[src/rtl/pcb_read_arbiter_pkg.sv]
// Shared widths and FSM encoding for the PCB read-address arbiter slice.
package pcb_read_arbiter_pkg;

    localparam int unsigned DATA_W  = 134;
    localparam int unsigned RADDR_W = 16;

    typedef enum logic {
        IDLE     = 1'b0,
        WAIT_ACK = 1'b1
    } arb_state_e;

endpackage

[src/rtl/pcb_read_arbiter_if.sv]
// Bus bundle between the transmit engines / PCB side and the read arbiter.
interface pcb_read_arbiter_if #(
    parameter int unsigned PORT_NUM = 4,
    parameter int unsigned TAG_AW   = 3
);
    import pcb_read_arbiter_pkg::*;

    logic [PORT_NUM*RADDR_W-1:0] iv_pkt_raddr;
    logic [PORT_NUM-1:0]         iv_pkt_rd;
    logic [PORT_NUM-1:0]         ov_pkt_raddr_ack;
    logic [RADDR_W-1:0]          ov_pkt_raddr;
    logic                        o_pkt_rd;
    logic                        i_pkt_raddr_ack;
    logic [DATA_W-1:0]           iv_pkt_data;
    logic                        i_pkt_data_wr;
    logic [DATA_W-1:0]           ov_pkt_data;
    logic [PORT_NUM-1:0]         ov_pkt_data_wr;
    logic                        o_tag_underflow_error_pulse;
    logic [TAG_AW:0]             ov_outstanding;

    modport slave (
        input  iv_pkt_raddr, iv_pkt_rd, i_pkt_raddr_ack, iv_pkt_data, i_pkt_data_wr,
        output ov_pkt_raddr_ack, ov_pkt_raddr, o_pkt_rd, ov_pkt_data, ov_pkt_data_wr,
               o_tag_underflow_error_pulse, ov_outstanding
    );

    modport master (
        output iv_pkt_raddr, iv_pkt_rd, i_pkt_raddr_ack, iv_pkt_data, i_pkt_data_wr,
        input  ov_pkt_raddr_ack, ov_pkt_raddr, o_pkt_rd, ov_pkt_data, ov_pkt_data_wr,
               o_tag_underflow_error_pulse, ov_outstanding
    );

endinterface

[src/rtl/pcb_read_arbiter_rr_tag_fifo.sv]
// Synchronous FIFO of granted-port tags; one entry per outstanding PCB read.
module rr_tag_fifo #(
    parameter int unsigned TAG_W = 2,
    parameter int unsigned DEPTH = 8,
    parameter int unsigned AW    = 3
) (
    input  logic             clk,
    input  logic             rst,
    input  logic             push,
    input  logic [TAG_W-1:0] push_tag,
    input  logic             pop,
    output logic [TAG_W-1:0] head,
    output logic             full,
    output logic             empty,
    output logic [AW:0]      count
);

    logic [TAG_W-1:0] mem [DEPTH];
    logic [AW-1:0]    wr_ptr;
    logic [AW-1:0]    rd_ptr;

    always_ff @(posedge clk) begin
        if (push) begin
            mem[wr_ptr] <= push_tag;
        end
    end

    always_ff @(posedge clk) begin
        if (rst) begin
            wr_ptr <= '0;
            rd_ptr <= '0;
            count  <= '0;
        end else begin
            if (push) wr_ptr <= wr_ptr + AW'(1);
            if (pop)  rd_ptr <= rd_ptr + AW'(1);
            case ({push, pop})
                2'b10:   count <= count + (AW+1)'(1);
                2'b01:   count <= count - (AW+1)'(1);
                default: count <= count;
            endcase
        end
    end

    assign head  = mem[rd_ptr];
    assign full  = (count == (AW+1)'(DEPTH));
    assign empty = (count == '0);

endmodule

[src/rtl/pcb_read_arbiter.sv]
// Round-robin sharing of the PCB read-address port among PORT_NUM transmit
// engines, with tag-FIFO steering of returned read data back to the owner.
module pcb_read_arbiter
    import pcb_read_arbiter_pkg::*;
#(
    parameter int unsigned PORT_NUM  = 4,
    parameter int unsigned PORT_W    = 2,
    parameter int unsigned TAG_DEPTH = 8,
    parameter int unsigned TAG_AW    = 3
) (
    input  logic               i_clk,
    input  logic               i_rst,
    pcb_read_arbiter_if.slave  bus
);

    arb_state_e          state;
    logic [PORT_W-1:0]   rr_ptr;
    logic [PORT_W-1:0]   grant_id;
    logic [PORT_W-1:0]   sel_port;
    logic                sel_valid;
    int unsigned         cand;
    logic [RADDR_W-1:0]  port_addr [PORT_NUM];

    logic                fifo_push;
    logic                fifo_pop;
    logic [PORT_W-1:0]   fifo_head;
    logic                fifo_full;
    logic                fifo_empty;
    logic [TAG_AW:0]     fifo_count;

    for (genvar k = 0; k < PORT_NUM; k++) begin : g_addr
        assign port_addr[k] = bus.iv_pkt_raddr[k*RADDR_W +: RADDR_W];
    end

    // First requester at or after rr_ptr, scanning cyclically.
    always_comb begin
        sel_valid = 1'b0;
        sel_port  = '0;
        cand      = 0;
        for (int unsigned i = 0; i < PORT_NUM; i++) begin
            cand = 32'(rr_ptr) + i;
            if (cand >= PORT_NUM) cand = cand - PORT_NUM;
            if (!sel_valid && bus.iv_pkt_rd[PORT_W'(cand)]) begin
                sel_valid = 1'b1;
                sel_port  = PORT_W'(cand);
            end
        end
    end

    always_ff @(posedge i_clk) begin
        if (i_rst) begin
            state                <= IDLE;
            rr_ptr               <= '0;
            grant_id             <= '0;
            bus.o_pkt_rd         <= 1'b0;
            bus.ov_pkt_raddr     <= '0;
            bus.ov_pkt_raddr_ack <= '0;
        end else begin
            bus.ov_pkt_raddr_ack <= '0;
            case (state)
                IDLE: begin
                    if (sel_valid && !fifo_full) begin
                        bus.ov_pkt_raddr <= port_addr[sel_port];
                        grant_id         <= sel_port;
                        bus.o_pkt_rd     <= 1'b1;
                        state            <= WAIT_ACK;
                    end
                end
                WAIT_ACK: begin
                    if (bus.i_pkt_raddr_ack) begin
                        bus.o_pkt_rd         <= 1'b0;
                        bus.ov_pkt_raddr_ack <= PORT_NUM'(1) << grant_id;
                        rr_ptr               <= (32'(grant_id) == PORT_NUM - 1) ? '0
                                                : grant_id + PORT_W'(1);
                        state                <= IDLE;
                    end
                end
                default: state <= IDLE;
            endcase
        end
    end

    assign fifo_push = (state == WAIT_ACK) && bus.i_pkt_raddr_ack;
    assign fifo_pop  = bus.i_pkt_data_wr && !fifo_empty;

    rr_tag_fifo #(
        .TAG_W (PORT_W),
        .DEPTH (TAG_DEPTH),
        .AW    (TAG_AW)
    ) u_tag_fifo (
        .clk      (i_clk),
        .rst      (i_rst),
        .push     (fifo_push),
        .push_tag (grant_id),
        .pop      (fifo_pop),
        .head     (fifo_head),
        .full     (fifo_full),
        .empty    (fifo_empty),
        .count    (fifo_count)
    );

    assign bus.ov_outstanding = fifo_count;

    always_ff @(posedge i_clk) begin
        if (i_rst) begin
            bus.ov_pkt_data                 <= '0;
            bus.ov_pkt_data_wr              <= '0;
            bus.o_tag_underflow_error_pulse <= 1'b0;
        end else begin
            if (bus.i_pkt_data_wr) bus.ov_pkt_data <= bus.iv_pkt_data;
            bus.ov_pkt_data_wr              <= fifo_pop ? (PORT_NUM'(1) << fifo_head) : '0;
            bus.o_tag_underflow_error_pulse <= bus.i_pkt_data_wr && fifo_empty;
        end
    end

endmodule

[src/flat_wrapper.sv]
// flat-port wrapper written by rule: the top's interface ports become plain ports
module pcb_read_arbiter_flat import pcb_read_arbiter_pkg::*;
#(
    parameter int unsigned PORT_NUM  = 4,
    parameter int unsigned PORT_W    = 2,
    parameter int unsigned TAG_DEPTH = 8,
    parameter int unsigned TAG_AW    = 3
)
  (i_clk, i_rst, bus_iv_pkt_raddr, bus_iv_pkt_rd, bus_i_pkt_raddr_ack, bus_iv_pkt_data, bus_i_pkt_data_wr, bus_ov_pkt_raddr_ack, bus_ov_pkt_raddr, bus_o_pkt_rd, bus_ov_pkt_data, bus_ov_pkt_data_wr, bus_o_tag_underflow_error_pulse, bus_ov_outstanding);
  pcb_read_arbiter_if #(.PORT_NUM(PORT_NUM), .TAG_AW(TAG_AW)) bus_i ();
  input  logic i_clk;
  input  logic i_rst;
  input wire logic [$bits(bus_i.iv_pkt_raddr)-1:0] bus_iv_pkt_raddr;
  input wire logic [$bits(bus_i.iv_pkt_rd)-1:0] bus_iv_pkt_rd;
  input wire logic [$bits(bus_i.i_pkt_raddr_ack)-1:0] bus_i_pkt_raddr_ack;
  input wire logic [$bits(bus_i.iv_pkt_data)-1:0] bus_iv_pkt_data;
  input wire logic [$bits(bus_i.i_pkt_data_wr)-1:0] bus_i_pkt_data_wr;
  output wire logic [$bits(bus_i.ov_pkt_raddr_ack)-1:0] bus_ov_pkt_raddr_ack;
  output wire logic [$bits(bus_i.ov_pkt_raddr)-1:0] bus_ov_pkt_raddr;
  output wire logic [$bits(bus_i.o_pkt_rd)-1:0] bus_o_pkt_rd;
  output wire logic [$bits(bus_i.ov_pkt_data)-1:0] bus_ov_pkt_data;
  output wire logic [$bits(bus_i.ov_pkt_data_wr)-1:0] bus_ov_pkt_data_wr;
  output wire logic [$bits(bus_i.o_tag_underflow_error_pulse)-1:0] bus_o_tag_underflow_error_pulse;
  output wire logic [$bits(bus_i.ov_outstanding)-1:0] bus_ov_outstanding;
  assign bus_i.iv_pkt_raddr = bus_iv_pkt_raddr;
  assign bus_i.iv_pkt_rd = bus_iv_pkt_rd;
  assign bus_i.i_pkt_raddr_ack = bus_i_pkt_raddr_ack;
  assign bus_i.iv_pkt_data = bus_iv_pkt_data;
  assign bus_i.i_pkt_data_wr = bus_i_pkt_data_wr;
  assign bus_ov_pkt_raddr_ack = bus_i.ov_pkt_raddr_ack;
  assign bus_ov_pkt_raddr = bus_i.ov_pkt_raddr;
  assign bus_o_pkt_rd = bus_i.o_pkt_rd;
  assign bus_ov_pkt_data = bus_i.ov_pkt_data;
  assign bus_ov_pkt_data_wr = bus_i.ov_pkt_data_wr;
  assign bus_o_tag_underflow_error_pulse = bus_i.o_tag_underflow_error_pulse;
  assign bus_ov_outstanding = bus_i.ov_outstanding;
  pcb_read_arbiter #(.PORT_NUM(PORT_NUM), .PORT_W(PORT_W), .TAG_DEPTH(TAG_DEPTH), .TAG_AW(TAG_AW)) u_core (.i_clk(i_clk), .i_rst(i_rst), .bus(bus_i));
endmodule
[config.mk]
export PLATFORM = sky130hd
export DESIGN_NAME = pcb_read_arbiter_flat
export DESIGN_NICKNAME = d
export VERILOG_FILES = /design/src/rtl/pcb_read_arbiter_pkg.sv /design/src/rtl/pcb_read_arbiter_if.sv /design/src/rtl/pcb_read_arbiter_rr_tag_fifo.sv /design/src/rtl/pcb_read_arbiter.sv /design/src/flat_wrapper.sv
export SDC_FILE = /design/constraint.sdc
export NUM_CORES = 1
export LEC_CHECK = 0
export CAP_MARGIN = 10
export CORE_AREA = 2 2 144 146
export DETAILED_ROUTE_END_ITERATION = 7
export DIE_AREA = 0 0 146 148
export PLACE_DENSITY_LB_ADDON = 0.2
export SYNTH_ARGS = -nofsm -noshare
export SYNTH_HDL_FRONTEND = slang
export SYNTH_SLANG_ARGS = --single-unit
[constraint.sdc]
create_clock -name i_clk -period 3.2 [get_ports i_clk]
set_clock_uncertainty 0.1 [all_clocks]
set_input_delay 0.48 -clock i_clk [delete_from_list [all_inputs] [get_ports i_clk]]
set_output_delay 0.48 -clock i_clk [all_outputs]
set_load 0.03 [all_outputs]
# ---- Yosys cells after proc, flatten, opt, wreduce, memory -nomap -nowiden
# Memory sizes are Yosys's and may differ from the RTL's. A register that Yosys moved wholly into a read port is not among the register bits.
# Index checks and enable logic that the tools add are counted.
dict set report word_totals {
  regBits 175
  ram_bits 16
  out_inout_bits 164
  word_cells 100
  n_memories 1
}
dict set report op_classes {
  addsub 12
  magnitude_cmp 9
  eq_ne 6
  shifts 2
  n_mux 35
  bitwise_logic 4
  n_reduce_logical 19
}
# name depth word_bits read_ports rd_clocked_by_memory_dff wr line
set mem_list {}
lappend mem_list {u_core.u_tag_fifo.mem 8 2 1 1 1 pcb_read_arbiter_rr_tag_fifo.sv:18} ;# logic [TAG_W-1:0] mem [DEPTH];
# operator n
set ops {}
lappend ops {{binary-select mux 16 bit (select 2 bit)} 1}
lappend ops {{two-way mux 16 bit} 2}
lappend ops {{two-way mux 2 bit} 9}
lappend ops {{two-way mux 1 bit} 14}
lappend ops {{greater-or-equal comparator 3 bit, second input constant} 4}
lappend ops {{< comparator 2 x 3 -> 1 bit, second input constant} 4}
lappend ops {{binary-select mux 1 bit (select 2 bit)} 4}
lappend ops {{case mux 4 bit (2 select lines)} 1}
lappend ops {{left shift 1 x 2 -> 4 bit, first input constant} 2}
lappend ops {{subtractor 2 x 1 -> 2 bit, second input constant} 4}
lappend ops {{logical AND 1 bit} 7}
lappend ops {{adder 2 x 2 -> 3 bit, second input constant} 2}
lappend ops {{adder 3 x 1 -> 3 bit, second input constant} 2}
lappend ops {{two-way mux 3 bit} 2}
lappend ops {{AND reduction 2 bit} 3}
lappend ops {{zero test 1 bit} 5}
lappend ops {{adder 4 x 1 -> 4 bit, second input constant} 1}
lappend ops {{== test 2 bit, second input constant} 2}
lappend ops {{== test 4 bit, second input constant} 1}
lappend ops {{zero test 4 bit} 1}
lappend ops {{case mux 1 bit (2 select lines)} 2}
lappend ops {{subtractor 4 x 1 -> 4 bit, second input constant} 1}
lappend ops {{adder 2 x 1 -> 3 bit, second input constant} 1}
lappend ops {{greater-or-equal comparator 2 x 3 -> 1 bit, second input constant} 1}
lappend ops {{9 further kinds} 11}

# ---- Depth between registers and ports, before layout
# Gate-level depths: netlist of the first run.
dict set report depth {
  ltp_word 18
  mapped_depth 11
}

# ---- Hierarchy
# From an unflattened synthesis of the first run, not the netlist that was laid out.
dict set report hier_totals {
  hier_cells 677
  hier_area_um2 7521.0
}
# mod n_inst cells_each area_per_inst_um2 seq_area_each_um2
set by_module_without_submodules {}
lappend by_module_without_submodules {pcb_read_arbiter 1 584 6283.5 3303.2}
lappend by_module_without_submodules {rr_tag_fifo 1 93 1237.4 740.7}

# ---- Worst setup path after synthesis of the first run
# OpenSTA, ideal clock, no wires.
dict set report synth_path {
  path_kind {register to register}
  start {register u_core.u_tag_fifo.count[1]}
  end {register u_core.u_tag_fifo.count[2]}
  setup_time_ns 0.071
  arrival_ns 2.545
  required_time_ns 3.029
  setup_slack_ns 0.485
  stages_incl_launch_ff 11
  path_buffers 1
  synth_period_minus_slack_ns 2.715
  path_cell_list {dfxtp_1 > buf_2 > o41ai_2 > inv_1 > ha_1 > xor2_1 > ha_1 > a31oi_1 > xor2_1 > or3_1 > a21oi_1}
}
dict set report synth_between {
  elab_chain_cells 5
}
# item line
set synth_lines {}
lappend synth_lines {{from (decl)} pcb_read_arbiter_rr_tag_fifo.sv:15} ;# output logic [AW:0] count
lappend synth_lines {{from (signal assigned)} pcb_read_arbiter_rr_tag_fifo.sv:37} ;# 2'b10: count <= count + (AW+1)'(1);
lappend synth_lines {{from (signal assigned)} pcb_read_arbiter_rr_tag_fifo.sv:38} ;# 2'b01: count <= count - (AW+1)'(1);
lappend synth_lines {{from (signal assigned)} pcb_read_arbiter_rr_tag_fifo.sv:39} ;# default: count <= count;
lappend synth_lines {{zero test 4 bit *} pcb_read_arbiter_rr_tag_fifo.sv:46} ;# assign empty = (count == '0);
lappend synth_lines {{zero test 1 bit *} pcb_read_arbiter.sv:84} ;# assign fifo_pop = bus.i_pkt_data_wr && !fifo_empty;
lappend synth_lines {{logical AND 1 bit *} pcb_read_arbiter.sv:84}
lappend synth_lines {{net u_core.fifo_pop} pcb_read_arbiter.sv:25} ;# logic fifo_pop;
lappend synth_lines {{== test 2 x 1 -> 1 bit or == test 2 bit (tied branches)} pcb_read_arbiter_rr_tag_fifo.sv:36} ;# case ({push, pop})
lappend synth_lines {{case mux 4 bit (2 select lines) or nonzero test 2 bit (tied branches)} --}
# Mark *: on every way through the listed nets, which the timed path passes. The rest lies on a longest branch.
# A chain may end at the register's enable or synchronous reset.

# ---- Worst setup path after layout of the first run
dict set report layout_path {
  start {register u_core.u_tag_fifo.count[0]}
  end {register u_core.u_tag_fifo.count[2]}
}
# The elaborated chain is that of the path after synthesis.

==> flow_summary.ini, run 1 <==
[clock_network]
clock_latency_ps = 420
cts_max_level = 4
clkTransAtPathRegs_ps = 70
cts_buffer_depth = 2
cts_buffers = 17
ctsRootBufferMaster = clkbuf_16
cts-hold-fix-buffers = 0
cts_resized = 0
cts.sinks = 194
cts_tree = built
postCtsSetupRepairBufs = 0

[floorplan]
dieWidth_microns = 146
dieHeight_microns = 148
initial_core_util = 0.371
rows = 52
core_sq_um = 20000
dieArea_sq_um = 21600
top_level_ports = 370

[synth]
synthCells = 681
synth_edf_count = 16
synth_seq_area_share = 0.544
synth-seq-cells = 194
synth.avg_cell_area_sq_um = 10.9
syn-num-nets = 892
async_reset_ff_frac = 0
ys_warn_count = 0
syn_area_sq_um = 7430
ys.flop_type = dfxtp_1
synth_cell_types = 38

[route]
ant_nets = 0
vias = 6121
initialDrtViolationCount = 204
routed_via_density = 4.63
finalWirelength_microns = 21600
drc = 0
wl_per_cell_microns = 16.3
drtPass1Iterations = 4

[sta]
fin_setup_tns_ps = 0
maxSlewViolCount = 0
layout_min_cycle_time_ps = 2490
rsz0062_at_grt = no
fmax_mhz = 401
tightest_slew_ps = 979
final-setup-viol-count = 0
fin_crit_sh = 0.779
slew_headroom = 0.347
final_hold_viol_count = 0

[worst_setup_path]
crit_fanout = 9
crit_path_end_kind = flop
cp_cell_sequence = o41ai_2 -> buf_4 -> inv_1 -> ha_1 -> xor2_1 -> ha_1 -> a31oi_1 -> xor2_1 -> or3_1 -> a21oi_1
worstPathArrival_ps = 2750
ff2ff_path_depth = 10
worst_path_max_delay_cell = dfxtp_1
critPathRequiredTime_ps = 3460
start_kind = flop
path_class = reg2reg
max_stage_delay_ps = 400

[finish]
area_growth_pct = 61.0
final_cell_mix = 367 x clkdlybuf4s50_1, 178 x dfxtp_1, 171 x mux2i_1
final_area_sq_um = 12000
drive_gt1_frac = 0.0581
mostFrequentLayoutCell = clkdlybuf4s50_1
nets = 1249

[hold_path]
min_path_cells = 4
hold_path_class = in2reg

[power]
powerDensity_nw_per_um2 = 546
irDropWorstVdd_mv = 0.364
p_leak_nw = 4.83

[global_route]
grt_use_total = 0.194
grt_pass1_vias = 6102
grt_max_degree = 137
grt_pass1_wl_microns = 33100
antenna_found_initial = 1
overflow = 0

[outcome]
status = finished, final reports clean

[placement]
place_congestion = 0.746
io_buffers = 369
hpwlAfterDp_microns = 16100
placed_area_sq_um = 11400

[flow_run]
maxCapViolations = 0
[through the flow]
step	power (W)	std cells	hold WS, ps	setup slack (ps)	util
2_1_floorplan	0.00377	681	362	485	-
3_3_place_gp	0.00453	1289	349	596	0.569
3_5_place_dp	0.00455	1289	350	539	0.569
4_1_cts	0.00662	1320	346	709	0.597
5_1_grt	0.00684	1321	360	532	0.597
6_report	0.00653	1321	363	706	0.597
[kinds of logic (layout without fill, tap and decap cells)]
logic type,count (synthesis),in the layout,synth area share
other,0,1,0
XOR/XNOR,7,7,0.00825
buffers and inverters,52,421,0.0291
AND/OR/NAND/NOR,207,207,0.117
multiplexers,175,175,0.242
flip-flops,194,194,0.544
adder cells (fa/ha/maj),5,5,0.00842
AO/OA/AOI/OAI,41,41,0.0509
[report_power, final]
part	switching, W	internal, W	total (W)
Clock	0.000965	0.00109	0.00205
Sequential	0.000160	0.00265	0.00281
Combinational	0.000842	0.000829	0.00167
[metal layers]
metal / global-route usage / part of all wire / wire length, microns
met4: 0.0529 / 0.015 / 314
met2: 0.360 / 0.53 / 11500
met1: 0.209 / 0.39 / 8400
met5: 0 / 0 / 0
met3: 0.0691 / 0.065 / 1410
[worst max-delay path, delay by kind of cell, from the launching register on]
family / cells / cell delay (ps)
xor+xnor: 2 / 260
flops: 1 / 400
fa+ha+maj: 2 / 440
buf+inv: 2 / 270
simple gates: 1 / 310
compound gates: 3 / 650
[cell type report]
cell class	instances	area, sq um
Fill cell	1748	8080
Multi-Input combinational cell	435	3180
Clock inverter	12	124
Clock buffer	19	433
Sequential cell	194	4040
Antenna cell	1	2.50
Timing Repair Buffer	381	3810
Inverter	9	33.8
Tap cell	270	338
[state kept, by name, indices dropped and copies added (netlist names), named ones only]
register and cells:
u_core.bus.o_pkt_rd 1, u_core.rr_ptr 2, u_core.bus.ov_pkt_data 134, u_core.u_tag_fifo.count 4, u_core.u_tag_fifo.mem 16, u_core.bus.ov_pkt_raddr 16
u_core.u_tag_fifo.wr_ptr 3, u_core.bus.o_tag_underflow_error_pulse 1, u_core.bus.ov_pkt_data_wr 4, u_core.bus.ov_pkt_raddr_ack 4, u_core.state 1, u_core.u_tag_fifo.rd_ptr 3
u_core.grant_id 2
[path summary, 6_finish.rpt]
check                                   start                            to  slack (ps)
setup / recovery   u_core.u_tag_fifo.count[0]    u_core.u_tag_fifo.count[2]         710
hold / removal              bus_i_pkt_data_wr  u_core.bus.ov_pkt_data_wr[3]         360
setup reg to reg   u_core.u_tag_fifo.count[0]    u_core.u_tag_fifo.count[2]         710
hold reg to reg   u_core.bus.ov_pkt_raddr[10]   u_core.bus.ov_pkt_raddr[10]         370
[synth_stat cells, types with 2 or more instances]
library cell	count	area [sq um]
dfxtp_1	178	3560
mux2i_1	171	1710
nor2_1	154	578
nand2_1	27	101
clkbuf_1	20	75.1
edfxtp_1	16	480
a21oi_1	14	70.1
buf_1	11	41.3
buf_2	11	55.1
o221ai_2	10	150
inv_1	9	33.8
o221ai_1	8	70.1
ha_1	5	62.6
nor3_1	5	25.0
xor2_1	5	43.8
mux4_2	4	90.1
o21ai_0	4	20.0
nand2b_1	3	18.8
nor4_1	3	18.8
nor3b_1	2	15.0
nor4b_1	2	17.5
or3_1	2	12.5
xnor2_1	2	17.5
No activity file was read; power rests on OpenSTA's default activity.
==> run 2, diff against run 1 <==
==> constraint.sdc (replaced) <==
create_clock -name i_clk -period 2.59 [get_ports i_clk]
set_clock_uncertainty 0.1 [all_clocks]
set_input_delay 0.3885 -clock i_clk [delete_from_list [all_inputs] [get_ports i_clk]]
set_output_delay 0.3885 -clock i_clk [all_outputs]
set_load 0.03 [all_outputs]
==> run 2 against run 1 <==
  * Routed wire length is 0.43% higher
  * Clock power is 27% higher
  * Fmax is 6.4% higher
  * Non-clock buffer count is 2 higher
  * Sequential share of layout area is 0.17 points lower
  * Largest cell class unchanged
==> flow_summary.ini, run 2 (synthesis gave the netlist of run 1 again) <==
[worst_setup_path]
worst_path_max_delay_cell = o41ai_4
cp_cell_sequence = o41ai_4 -> inv_1 -> ha_1 -> xor2_1 -> ha_1 -> a31oi_1 -> xor2_1 -> or3_1 -> a21oi_1
ff2ff_path_depth = 9
reg2reg_slack_ps = 250
cp-startpoint = u_core.u_tag_fifo.count[3]
crit_path_end_kind = flop
worstPathArrival_ps = 2600
critPathRequiredTime_ps = 2850
r2r-end = u_core.u_tag_fifo.count[2]
start_kind = flop
path_class = reg2reg
r2r-start = u_core.u_tag_fifo.count[3]
setup.worst_path.end = u_core.u_tag_fifo.count[2]
max_stage_delay_ps = 380
crit_fanout = 5

[finish]
largest_reg_flops = 134
multiInputGateArea_sq_um = 3190
reg_top3 = u_core.bus.ov_pkt_data: 134 flops, u_core.bus.ov_pkt_raddr: 16 flops, u_core.u_tag_fifo.mem: 16 flops
drive_gt1_frac = 0.0617
mostFrequentLayoutCell = clkdlybuf4s50_1
area_growth_pct = 61.8
n_antenna_cell = 0
regMostFlops = u_core.bus.ov_pkt_data
fillerInstances = 1805
final_cell_mix = 367 x clkdlybuf4s50_1, 178 x dfxtp_1, 171 x mux2i_1
nets = 1251
seq_area_sq_um = 4040
instances_no_fill = 1323

[flow_run]
maxCapViolations = 0

[global_route]
grt_use_total = 0.196
antenna_found_initial = 0
grt_pass1_vias = 6168
grt_pass1_wl_microns = 33300
overflow = 0
grt_max_degree = 85

[sta]
tightest_slew_ps = 869
fin_crit_sh = 0.905
final-setup-viol-count = 0
rsz0062_at_grt = no
fin_setup_tns_ps = 0
final_hold_viol_count = 0
maxSlewViolCount = 0
layout_min_cycle_time_ps = 2340
slew_headroom = 0.421
fmax_mhz = 427

[clock_network]
cts-hold-fix-buffers = 0
cts_buffers = 17
cts_resized = 0
cts.sinks = 194
ctsRootBufferMaster = clkbuf_16
clkTransAtPathRegs_ps = 70
cts_buffer_depth = 2
postCtsSetupRepairBufs = 0
clock_latency_ps = 420
cts_tree = built
cts_max_level = 4

[route]
finalWirelength_microns = 21700
wl_per_cell_microns = 16.4
drc = 0
initialDrtViolationCount = 164
vias = 6139
ant_nets = 0
routed_via_density = 4.64
drtPass1Iterations = 4

[outcome]
status = finished, final reports clean

[placement]
dp.cells = 1291
place_congestion = 0.764
hpwlAfterDp_microns = 16000
io_buffers = 369

[hold_path]
hold_path_class = in2reg

[power]
p_leak_nw = 4.87
irDropWorstVdd_mv = 0.456
powerDensity_nw_per_um2 = 680
total_power_w = 0.00817

[floorplan]
initial_core_util = 0.371
rows = 52
dieWidth_microns = 146
dieArea_sq_um = 21600
core_sq_um = 20000
dieHeight_microns = 148
top_level_ports = 370
-- run 2: area by class of cell --
| cell class | count | share of cell area |
|---|---|---|
| clock buffer | 18 | 0.0357 |
| clock inverter | 14 | 0.0126 |
| inverter | 9 | 0.00281 |
| multi-input combinational | 435 | 0.265 |
| sequential | 194 | 0.336 |
| tap | 270 | 0.0281 |
| timing repair buffer | 383 | 0.319 |
-- run 2: report_power, final --
part	switching [W]	total [W]	leakage, nW	internal (W)
Clock	0.00124	0.00260	0.279	0.00136
Combinational	0.00107	0.00212	2.97	0.00105
Sequential	0.000177	0.00345	1.61	0.00327
-- run 2: through the flow --
stage | hold WS (ps) | utilization | cell area (sq um) | setup slack, ps
finish | 265 | 0.600 | 12000 | 246
CTS | 250 | 0.600 | 12000 | 229
detailed placement | 352 | 0.571 | 11400 | 30.8
global placement | 344 | 0.571 | 11400 | 58.9
global route | 288 | 0.600 | 12000 | 19.8
floorplan | 362 | - | 7440 | 16.3
-- run 2: worst min path at each step --
stage                                      startpoint                           end  slack, ps  cells past startpoint
after CTS                           bus_i_pkt_data_wr                          flop        250                      5
after global routing                bus_i_pkt_data_wr  u_core.bus.ov_pkt_data_wr[3]        290                      4
after floorplan           u_core.u_tag_fifo.rd_ptr[1]                          flop        360                      2
after detailed placement  u_core.bus.ov_pkt_raddr[14]   u_core.bus.ov_pkt_raddr[14]        350                      2
after global placement     u_core.bus.ov_pkt_raddr[1]    u_core.bus.ov_pkt_raddr[1]        340                      2
final                               bus_i_pkt_data_wr                          flop        260                      5
-- run 2: critical path, delay by kind of cell (launching register included) --
family / cells / cell delay (ps)
buf+inv: 1 / 110
simple gates: 1 / 310
fa+ha+maj: 2 / 450
xor+xnor: 2 / 250
flops: 1 / 370
compound gates: 3 / 690
-- run 2: layer usage --
metal | share of wire | vias to the layer above | global-route usage
met1 | 0.39 | 2823 | 0.218
met4 | 0.027 | 0 | 0.0791
met2 | 0.51 | 215 | 0.349
met3 | 0.068 | 35 | 0.0620
met5 | 0 | - | 0
li1 | - | 3066 | -
